==> src/rtl/spinn_aer_if_cfg_pkg.sv <==
// Shared definitions for the SpiNNaker<->AER configuration controller:
// packet field positions, opcodes, packet type code and FSM states.
package spinn_aer_if_cfg_pkg;

  localparam int PKT_BITS    = 72;
  localparam int PKT_PAR     = 0;
  localparam int PKT_PFLAG   = 1;
  localparam int PKT_TYPE_LO = 6;
  localparam int PKT_TYPE_HI = 7;
  localparam int PKT_KEY_LO  = 8;
  localparam int PKT_KEY_HI  = 39;
  localparam int PKT_PLD_LO  = 40;
  localparam int PKT_PLD_HI  = 71;

  localparam logic [1:0] PKT_TYPE_MC = 2'b00;

  localparam logic [3:0] CFG_OP_GO   = 4'd0;
  localparam logic [3:0] CFG_OP_VKEY = 4'd1;
  localparam logic [3:0] CFG_OP_MODE = 4'd2;
  localparam logic [3:0] CFG_OP_STAT = 4'd3;
  localparam logic [3:0] CFG_OP_CLR  = 4'd4;

  typedef enum logic [1:0] {
    ST_IDLE  = 2'd0,
    ST_EXEC  = 2'd1,
    ST_REPLY = 2'd2
  } cfg_state_e;

endpackage

==> src/rtl/spinn_aer_if_cfg_ctrl_parity.sv <==
// Odd-parity reduction over a SpiNNaker packet; the payload flag selects
// whether the 32-bit payload field takes part.
module spinn_pkt_parity
  import spinn_aer_if_cfg_pkg::*;
(
  input  logic [PKT_BITS-1:0] pkt,
  input  logic                pflag,
  output logic                odd
);

  always_comb begin
    odd = pflag ? ^pkt : ^pkt[PKT_KEY_HI:0];
  end

endmodule

==> src/rtl/spinn_aer_if_cfg_ctrl.sv <==
// Configuration controller: validates incoming multicast config packets,
// executes one command per packet and answers status reads with a reply.
module spinn_aer_if_cfg_ctrl
  import spinn_aer_if_cfg_pkg::*;
#(
  parameter int          MODE_BITS = 3,
  parameter int          VKEY_BITS = 16,
  parameter logic [31:0] CFG_KEY   = 32'hFFFF_FE00,
  parameter logic [31:0] CFG_MASK  = 32'hFFFF_FFF0,
  parameter logic [31:0] RPLY_KEY  = 32'hFFFF_FD00,
  parameter logic        INIT_GO   = 1'b0,
  parameter logic [VKEY_BITS-1:0] INIT_VKEY = 16'h0200,
  parameter logic [MODE_BITS-1:0] INIT_MODE = 3'd0
) (
  input  logic                 clk,
  input  logic                 rst_n,
  input  logic [PKT_BITS-1:0]  cpkt_data,
  input  logic                 cpkt_vld,
  output logic                 cpkt_rdy,
  output logic [PKT_BITS-1:0]  rpkt_data,
  output logic                 rpkt_vld,
  input  logic                 rpkt_rdy,
  output logic                 go,
  output logic [VKEY_BITS-1:0] vkey,
  output logic [MODE_BITS-1:0] vmode,
  output logic [7:0]           perr_cnt
);

  cfg_state_e          state_q, state_d;
  logic [PKT_BITS-1:0] pkt_q;
  logic                rx_odd;
  logic                pflag;
  logic                key_hit;
  logic                type_mc;
  logic [3:0]          op;
  logic                upd_go, upd_vkey, upd_mode, perr_inc, perr_clr;
  logic                rply_load, rply_done;
  logic [31:0]         rply_pld;
  logic [PKT_BITS-1:0] rply_raw, rply_pkt;
  logic                rply_odd;

  assign pflag   = pkt_q[PKT_PFLAG];
  assign key_hit = (pkt_q[PKT_KEY_HI:PKT_KEY_LO] & CFG_MASK) == CFG_KEY;
  assign type_mc = pkt_q[PKT_TYPE_HI:PKT_TYPE_LO] == PKT_TYPE_MC;
  assign op      = pkt_q[PKT_KEY_LO +: 4];

  spinn_pkt_parity u_rx_par (
    .pkt   (pkt_q),
    .pflag (pflag),
    .odd   (rx_odd)
  );

  // Reply built from the live registers so the EXEC edge samples them.
  always_comb begin
    rply_pld        = '0;
    rply_pld[15:0]  = 16'(vkey);
    rply_pld[23:16] = perr_cnt;
    rply_pld[26:24] = 3'(vmode);
    rply_pld[31]    = go;
    rply_raw                           = '0;
    rply_raw[PKT_PLD_HI:PKT_PLD_LO]    = rply_pld;
    rply_raw[PKT_KEY_HI:PKT_KEY_LO]    = RPLY_KEY;
    rply_raw[PKT_TYPE_HI:PKT_TYPE_LO]  = PKT_TYPE_MC;
    rply_raw[PKT_PFLAG]                = 1'b1;
  end

  spinn_pkt_parity u_tx_par (
    .pkt   (rply_raw),
    .pflag (1'b1),
    .odd   (rply_odd)
  );

  always_comb begin
    rply_pkt          = rply_raw;
    rply_pkt[PKT_PAR] = ~rply_odd;
  end

  always_comb begin
    state_d   = state_q;
    upd_go    = 1'b0;
    upd_vkey  = 1'b0;
    upd_mode  = 1'b0;
    perr_inc  = 1'b0;
    perr_clr  = 1'b0;
    rply_load = 1'b0;
    rply_done = 1'b0;
    case (state_q)
      ST_IDLE: begin
        if (cpkt_vld && cpkt_rdy) state_d = ST_EXEC;
      end
      ST_EXEC: begin
        state_d = ST_IDLE;
        if (!rx_odd) begin
          perr_inc = 1'b1;
        end else if (key_hit && type_mc) begin
          case (op)
            CFG_OP_GO:   upd_go   = 1'b1;
            CFG_OP_VKEY: upd_vkey = pflag;
            CFG_OP_MODE: upd_mode = pflag;
            CFG_OP_STAT: begin
              rply_load = 1'b1;
              state_d   = ST_REPLY;
            end
            CFG_OP_CLR:  perr_clr = 1'b1;
            default: ;
          endcase
        end
      end
      ST_REPLY: begin
        if (rpkt_rdy) begin
          rply_done = 1'b1;
          state_d   = ST_IDLE;
        end
      end
      default: state_d = ST_IDLE;
    endcase
  end

  always_ff @(posedge clk or negedge rst_n) begin
    if (!rst_n) begin
      state_q  <= ST_IDLE;
      cpkt_rdy <= 1'b0;
    end else begin
      state_q  <= state_d;
      cpkt_rdy <= (state_d == ST_IDLE);
    end
  end

  // Packet capture and control registers.
  always_ff @(posedge clk or negedge rst_n) begin
    if (!rst_n) begin
      pkt_q     <= '0;
      go        <= INIT_GO;
      vkey      <= INIT_VKEY;
      vmode     <= INIT_MODE;
      perr_cnt  <= 8'd0;
      rpkt_vld  <= 1'b0;
      rpkt_data <= '0;
    end else begin
      if (state_q == ST_IDLE && cpkt_vld && cpkt_rdy) pkt_q <= cpkt_data;
      if (upd_go)   go    <= pkt_q[PKT_PLD_LO];
      if (upd_vkey) vkey  <= pkt_q[PKT_PLD_LO +: VKEY_BITS];
      if (upd_mode) vmode <= pkt_q[PKT_PLD_LO +: MODE_BITS];
      if (perr_clr) begin
        perr_cnt <= 8'd0;
      end else if (perr_inc && perr_cnt != 8'hFF) begin
        perr_cnt <= perr_cnt + 8'd1;
      end
      if (rply_load) begin
        rpkt_data <= rply_pkt;
        rpkt_vld  <= 1'b1;
      end else if (rply_done) begin
        rpkt_vld  <= 1'b0;
      end
    end
  end

endmodule

==> config.mk <==
export PLATFORM = sky130hd
export DESIGN_NAME = spinn_aer_if_cfg_ctrl
export DESIGN_NICKNAME = d
export VERILOG_FILES = /design/src/rtl/spinn_aer_if_cfg_pkg.sv /design/src/rtl/spinn_aer_if_cfg_ctrl_parity.sv /design/src/rtl/spinn_aer_if_cfg_ctrl.sv
export SDC_FILE = /design/constraint.sdc
export NUM_CORES = 1
export LEC_CHECK = 0
export ABC_AREA = 1
export BUFFER_PORTS_ARGS = -buffer_cell sky130_fd_sc_hd__buf_4
export CAP_MARGIN = 10
export CORE_ASPECT_RATIO = 2
export CORE_MARGIN = 2
export CORE_UTILIZATION = 59
export CTS_CLUSTER_DIAMETER = 150
export DETAILED_ROUTE_END_ITERATION = 12
export PLACE_DENSITY = 0.86
export SYNTH_ARGS = -nofsm -noshare
export SYNTH_HDL_FRONTEND = slang
export SYNTH_SLANG_ARGS = --single-unit
==> constraint.sdc <==
create_clock -name clk -period 4.85 [get_ports clk]
set_clock_uncertainty 0.15 [all_clocks]
set_input_delay 0.485 -clock clk [delete_from_list [all_inputs] [get_ports clk]]
set_output_delay 0.485 -clock clk [all_outputs]
set_load 0.1 [all_outputs]
; ---- Word-level counts from Yosys, hierarchy flattened
; Cells that the tools add are included.
[totals]
ff_bits = 157
in_bits = 76
[op_classes]
n_addsub = 1
n_eq_ne = 8
mux = 35
bitwise = 1
n_reduce_logical = 14
[op_table]
columns = cell, count
row1 = parity 72 bit, 2
row2 = parity 40 bit, 1
row3 = == test 28 bit (second input constant), 1
row4 = 2-to-1 mux 1 bit, 27
row5 = 2-to-1 mux 8 bit, 2
row6 = 2-to-1 mux 2 bit, 5
row7 = adder 8 x 1 -> 8 bit (second input constant), 1
row8 = == test 4 x 2 -> 1 bit (second input constant), 2
row9 = inequality test 8 bit (second input constant), 1
row10 = zero test 2 bit, 3
row11 = one-hot mux 2 bit (3 select lines), 1
row12 = logical AND 1 bit, 5
row13 = == test 4 x 1 -> 1 bit (second input constant), 1
row14 = == test 4 x 3 -> 1 bit (second input constant), 1
row15 = zero test 4 bit, 1
row16 = nonzero test 2 bit, 2
row17 = == test 2 x 1 -> 1 bit (second input constant), 1
row18 = == test 2 bit (second input constant), 1
row19 = NOT 1 bit, 1

; ---- Depth between registers and ports, before layout
[depth]
ltp_word = 7
depth_mapped = 24
ltp_nobuf = 23

; ---- Cells and area by module
; From an unflattened synthesis, not the netlist that was laid out.
[unflattened]
hier_cells = 1560
area_unflattened_um2 = 9351.5
[by_module_without_submodules]
columns = module, instances, cells_per_inst, area_per_inst_um2
row1 = spinn_aer_if_cfg_ctrl, 1, 714, 5988.2
row2 = spinn_pkt_parity, 2, 423, 1681.6

; ---- Worst setup path before layout
; OpenSTA, ideal clock, no wires.
[synth_path]
path_kind = register -> register
start = reg pkt_q[38]
end = reg vkey[10]
setup_time_ps = 113
arrival_ps = 2148
required_ps = 4587
path_slack_ps = 2439
path_stages_with_launch = 22
n_path_buf = 2
period_less_slack_ps = 2411
cell_sequence = dfrtp_1 ha_1 buf_2 nand2_1 inv_1 nor2_1 nand2_1 nand2_1 nand2_1 nand3_1 nand2_1 nand2_1 nand2_1 nand2_1 nand3_1 nand3_4 nand2_4 inv_4 buf_2 nand3_1 nand2_1 inv_1
[synth_between]
elab_chain_len = 5
[synth_lines]
columns = item, line
row1 = "start, declared", spinn_aer_if_cfg_ctrl.sv:30  ; logic [PKT_BITS-1:0] pkt_q;
row2 = "start signal, assigned", spinn_aer_if_cfg_ctrl.sv:140  ; if (state_q == ST_IDLE && cpkt_vld && cpkt_rdy) pkt_q <= cpkt_data;
row3 = == test 28 bit, spinn_aer_if_cfg_ctrl.sv:43  ; assign key_hit = (pkt_q[PKT_KEY_HI:PKT_KEY_LO] & CFG_MASK) == CFG_KEY;
row4 = logical AND 1 bit, spinn_aer_if_cfg_ctrl.sv:95  ; end else if (key_hit && type_mc) begin
row5 = 2-to-1 mux 1 bit, spinn_aer_if_cfg_ctrl.sv:95
row6 = 2-to-1 mux 1 bit *, spinn_aer_if_cfg_ctrl.sv:93  ; if (!rx_odd) begin
row7 = 2-to-1 mux 1 bit *, spinn_aer_if_cfg_ctrl.sv:87  ; case (state_q)
row8 = "end signal, assigned", spinn_aer_if_cfg_ctrl.sv:142  ; if (upd_vkey) vkey <= pkt_q[PKT_PLD_LO +: VKEY_BITS];
row9 = "end, declared", spinn_aer_if_cfg_ctrl.sv:24  ; output logic [VKEY_BITS-1:0] vkey,
; Mark *: on every way between the ends. The rest lies on a longest branch, timed or not.
; A chain may end at the register's enable or synchronous reset.

; ---- Worst setup path in the final report
[layout_path]
start = reg pkt_q[36]
end = reg cpkt_rdy
[layout_between]
elab_chain_len = 6
[layout_lines]
columns = item, line
row1 = == test 28 bit, spinn_aer_if_cfg_ctrl.sv:43
row2 = logical AND 1 bit, spinn_aer_if_cfg_ctrl.sv:95
row3 = 2-to-1 mux 2 bit, spinn_aer_if_cfg_ctrl.sv:95
row4 = 2-to-1 mux 2 bit *, spinn_aer_if_cfg_ctrl.sv:93
row5 = one-hot mux 2 bit (3 select lines) *, spinn_aer_if_cfg_ctrl.sv:87
row6 = named net state_d[1], spinn_aer_if_cfg_ctrl.sv:29  ; cfg_state_e state_q, state_d;
row7 = zero test 2 bit *, spinn_aer_if_cfg_ctrl.sv:125  ; cpkt_rdy <= (state_d == ST_IDLE);
row8 = "end signal, assigned", spinn_aer_if_cfg_ctrl.sv:125
row9 = "end, declared", spinn_aer_if_cfg_ctrl.sv:19  ; output logic cpkt_rdy,
; Mark *: on every way through the listed nets, which the timed path passes. The rest lies on a longest branch.

==> flow_metrics.env <==
export IMPL_cts_htree_levels=4
export IMPL_cts_made_buffers=17
export IMPL_drc_errors=0
export IMPL_cp_arrival_ns=3.34
export IMPL_hold_class="primary input to asynchronous set/reset pin"
export IMPL_place_congestion=0.8361
export IMPL_power_density_nw_per_um2=508.9
export IMPL_peakVddDrop_mv=0.3953
export IMPL_clkSinkCount=134
export IMPL_post_cts_setup_buffer_count=0
export IMPL_grt_max_degree=101
export IMPL_critPathMaxFanout=61
export IMPL_finish_utilization_pct=72.01
export IMPL_fin_nets=1214
export IMPL_relSlewSlack_pct=27.43
export IMPL_place_hpwl_um=12540
export IMPL_synth_seq_cells=134
export IMPL_die_area_um2=13960
export IMPL_grt_use_total_pct=24.91
export IMPL_grt_overflow=0
export IMPL_outcome="finished, violations left"
export IMPL_drv_slew=0
export IMPL_drt_iter0_markers=355
export IMPL_post_cts_resized=0
export IMPL_ant_nets=0
export IMPL_clk_path_buf_depth=2
export IMPL_dr_total_vias=6480
export IMPL_syn_cell_area_um2=7659
export IMPL_insertedDiodeCount=0
export IMPL_final_cell_count_no_fill=1276
export IMPL_syn_area_per_cell_um2=7.583
export IMPL_final_common_cell="nand2_1"
export IMPL_critPathLaunchType="flip-flop"
export IMPL_setup_violations_final=0
export IMPL_violations="hold timing"
export IMPL_drive_above_1_share_pct=18.65
export IMPL_yosysUniqueCellTypes=31
export IMPL_final_hold_violation_count=1
export IMPL_area_growth_syn_to_layout_pct=18.72
export IMPL_grt_first_pass_wirelength_um=27600
export IMPL_tns_ns=0
export IMPL_syn_inst=1010
export IMPL_final_cell_mix="429 x nand2_1, 161 x buf_4, 133 x dfrtp_1"
export IMPL_seq_area_frac_synth_pct=43.80
export IMPL_die_w_um=84.56
export IMPL_core_rowCount=58
export IMPL_insertion_delay_ns=0.42
export IMPL_antenna_found_initial=0
export IMPL_core_um2=12630
export IMPL_rsz0062_at_grt="false"
export IMPL_die_height_um=165.1
export IMPL_fmax_ghz=0.3185
export IMPL_end_kind="flip-flop"
export IMPL_period_minus_slack_ns=3.139
export IMPL_viasPerCell=5.078
export IMPL_drt_pass1_iter_count=5
export IMPL_yosys_warnings=0
export IMPL_p_leak_nw=5.170
export IMPL_finalWirelength_um=16980
export IMPL_place_inst=1244
export IMPL_cts_tree="yes"
export IMPL_maxCapViolations=0
export IMPL_cts_root_buffer="clkbuf_16"
export IMPL_io_pins=178
export IMPL_io_buffers=158
export IMPL_critical_path_class="flip-flop to flip-flop"
export IMPL_cts_hold_buffers_added=0
export IMPL_finalCritPeriodShare_pct=64.73
export IMPL_grt_pass1_vias=6134
export IMPL_worst_pin_slew_ns=1.083
export IMPL_clk_pin_slew_ns=0.06
export IMPL_initial_core_util_pct=60.65
export IMPL_required_ns=5.05
export IMPL_routedWlPerCell_um=13.30
export IMPL_whs_ns=-0.002268
kinds of logic (layout without fill, tap and decap cells):
| kind of cell | Yosys count | after routing | share of synthesized area (%) |
|---|---|---|---|
| AND/OR/NAND/NOR | 518 | 518 | 27.64 |
| buffers and inverters | 210 | 308 | 14.05 |
| flip-flops | 134 | 134 | 43.80 |
| AO/OA/AOI/OAI | 74 | 74 | 4.885 |
| XOR/XNOR | 48 | 48 | 5.489 |
| adder cells (fa/ha/maj) | 25 | 25 | 4.084 |
| other | 1 | 19 | 0.04896 |
metal layers:
metal / GRT usage (%) / up-vias / wire length [um]
li1: - / 3235 / -
met1: 26.32 / 2965 / 6099
met2: 46.35 / 231 / 9384
met3: 4.920 / 49 / 754
met4: 12.34 / 0 / 736
met5: 0 / - / 0
registers in the layout (all words and copies together), names as in the netlist:
signal / cells
rpkt_data: 30
rpkt_vld: 1
pkt_q: 72
perr_cnt: 8
cpkt_rdy: 1
state_q: 2
vmode: 3
go: 1
vkey: 16
stage by stage:
step                      setup slack [ns]  hold WS, ns  instance area, um^2  power, mW
after global routing                 1.368      0.07517                 9092      4.957
after floorplan                      2.439      0.03941                 7726      2.953
after CTS                            1.727      0.05275                 9092      4.639
after global placement               1.980       0.3170                 8488      3.217
final                                1.711    -0.002268                 9092      4.627
after detailed placement             1.812       0.3198                 8488      3.296
path summary, 6_finish.rpt:
| check | from | slack (ns) | cells after the start | endpoint |
|---|---|---|---|---|
| max | pkt_q[36]$_DFFE_PN0P_ | 1.71 | 19 | cpkt_rdy$_DFF_PN0_ |
| max reg2reg | pkt_q[36]$_DFFE_PN0P_ | 1.71 | 19 | cpkt_rdy$_DFF_PN0_ |
| min | rst_n | -0.002 | 1 | pkt_q[56]$_DFFE_PN0P_ |
| min in group clk | cpkt_data[68] | 0.11 | 3 | pkt_q[68]$_DFFE_PN0P_ |
| min reg2reg | pkt_q[35]$_DFFE_PN0P_ | 0.33 | 2 | pkt_q[35]$_DFFE_PN0P_ |
| max in group asynchronous | rst_n | 3.49 | 2 | pkt_q[44]$_DFFE_PN0P_ |
cell usage after synthesis, drive strengths merged:
cell,number,area [um^2]
nor3,4,25.02
dfrtp,133,3328
nand4,12,87.58
a21oi,1,8.760
and3,1,6.260
nand3,54,287.8
o21ai,73,365.4
conb,1,3.750
dfstp,1,26.28
xnor2,28,245.2
xor2,20,175.2
inv,113,426.7
nor4,3,18.77
clkbuf,13,48.80
nor2,9,33.78
clkinv,1,3.750
ha,25,312.8
buf,83,596.8
nand2,435,1658
critical path: stages (launching register included):
cell and delay, ns:
dfrtp_1 0.38, ha_1 0.38, nand2_1 0.12, inv_1 0.07
nor2_1 0.10, nand2_1 0.08, nand2_1 0.13, nand2_1 0.08
nand2_1 0.07, nand2_1 0.05, nand2_1 0.06, nand2_1 0.06
nand2_1 0.06, nand2_1 0.07, nand3_1 0.13, nand3_4 0.13
nand4_2 0.09, buf_4 0.47, o21ai_0 0.25, nor2_1 0.13
layout make-up:
type	count	area (um^2)
clock buffer	17	425.4
clock inverter	15	178.9
timing repair buffer	162	1220
tap	150	187.7
fill	1000	3535
multi-input combinational	684	3296
inverter	114	430.4
sequential	134	3354
power by group:
part	internal [mW]	total (mW)	leakage (nW)	switching, mW
clock	0.811	1.31	0.286	0.501
sequential	1.27	1.39	1.74	0.114
combinational	0.602	1.93	3.14	1.33
total	2.68	4.63	5.17	1.94
Note: power is estimated with default switching activity, not from simulation.
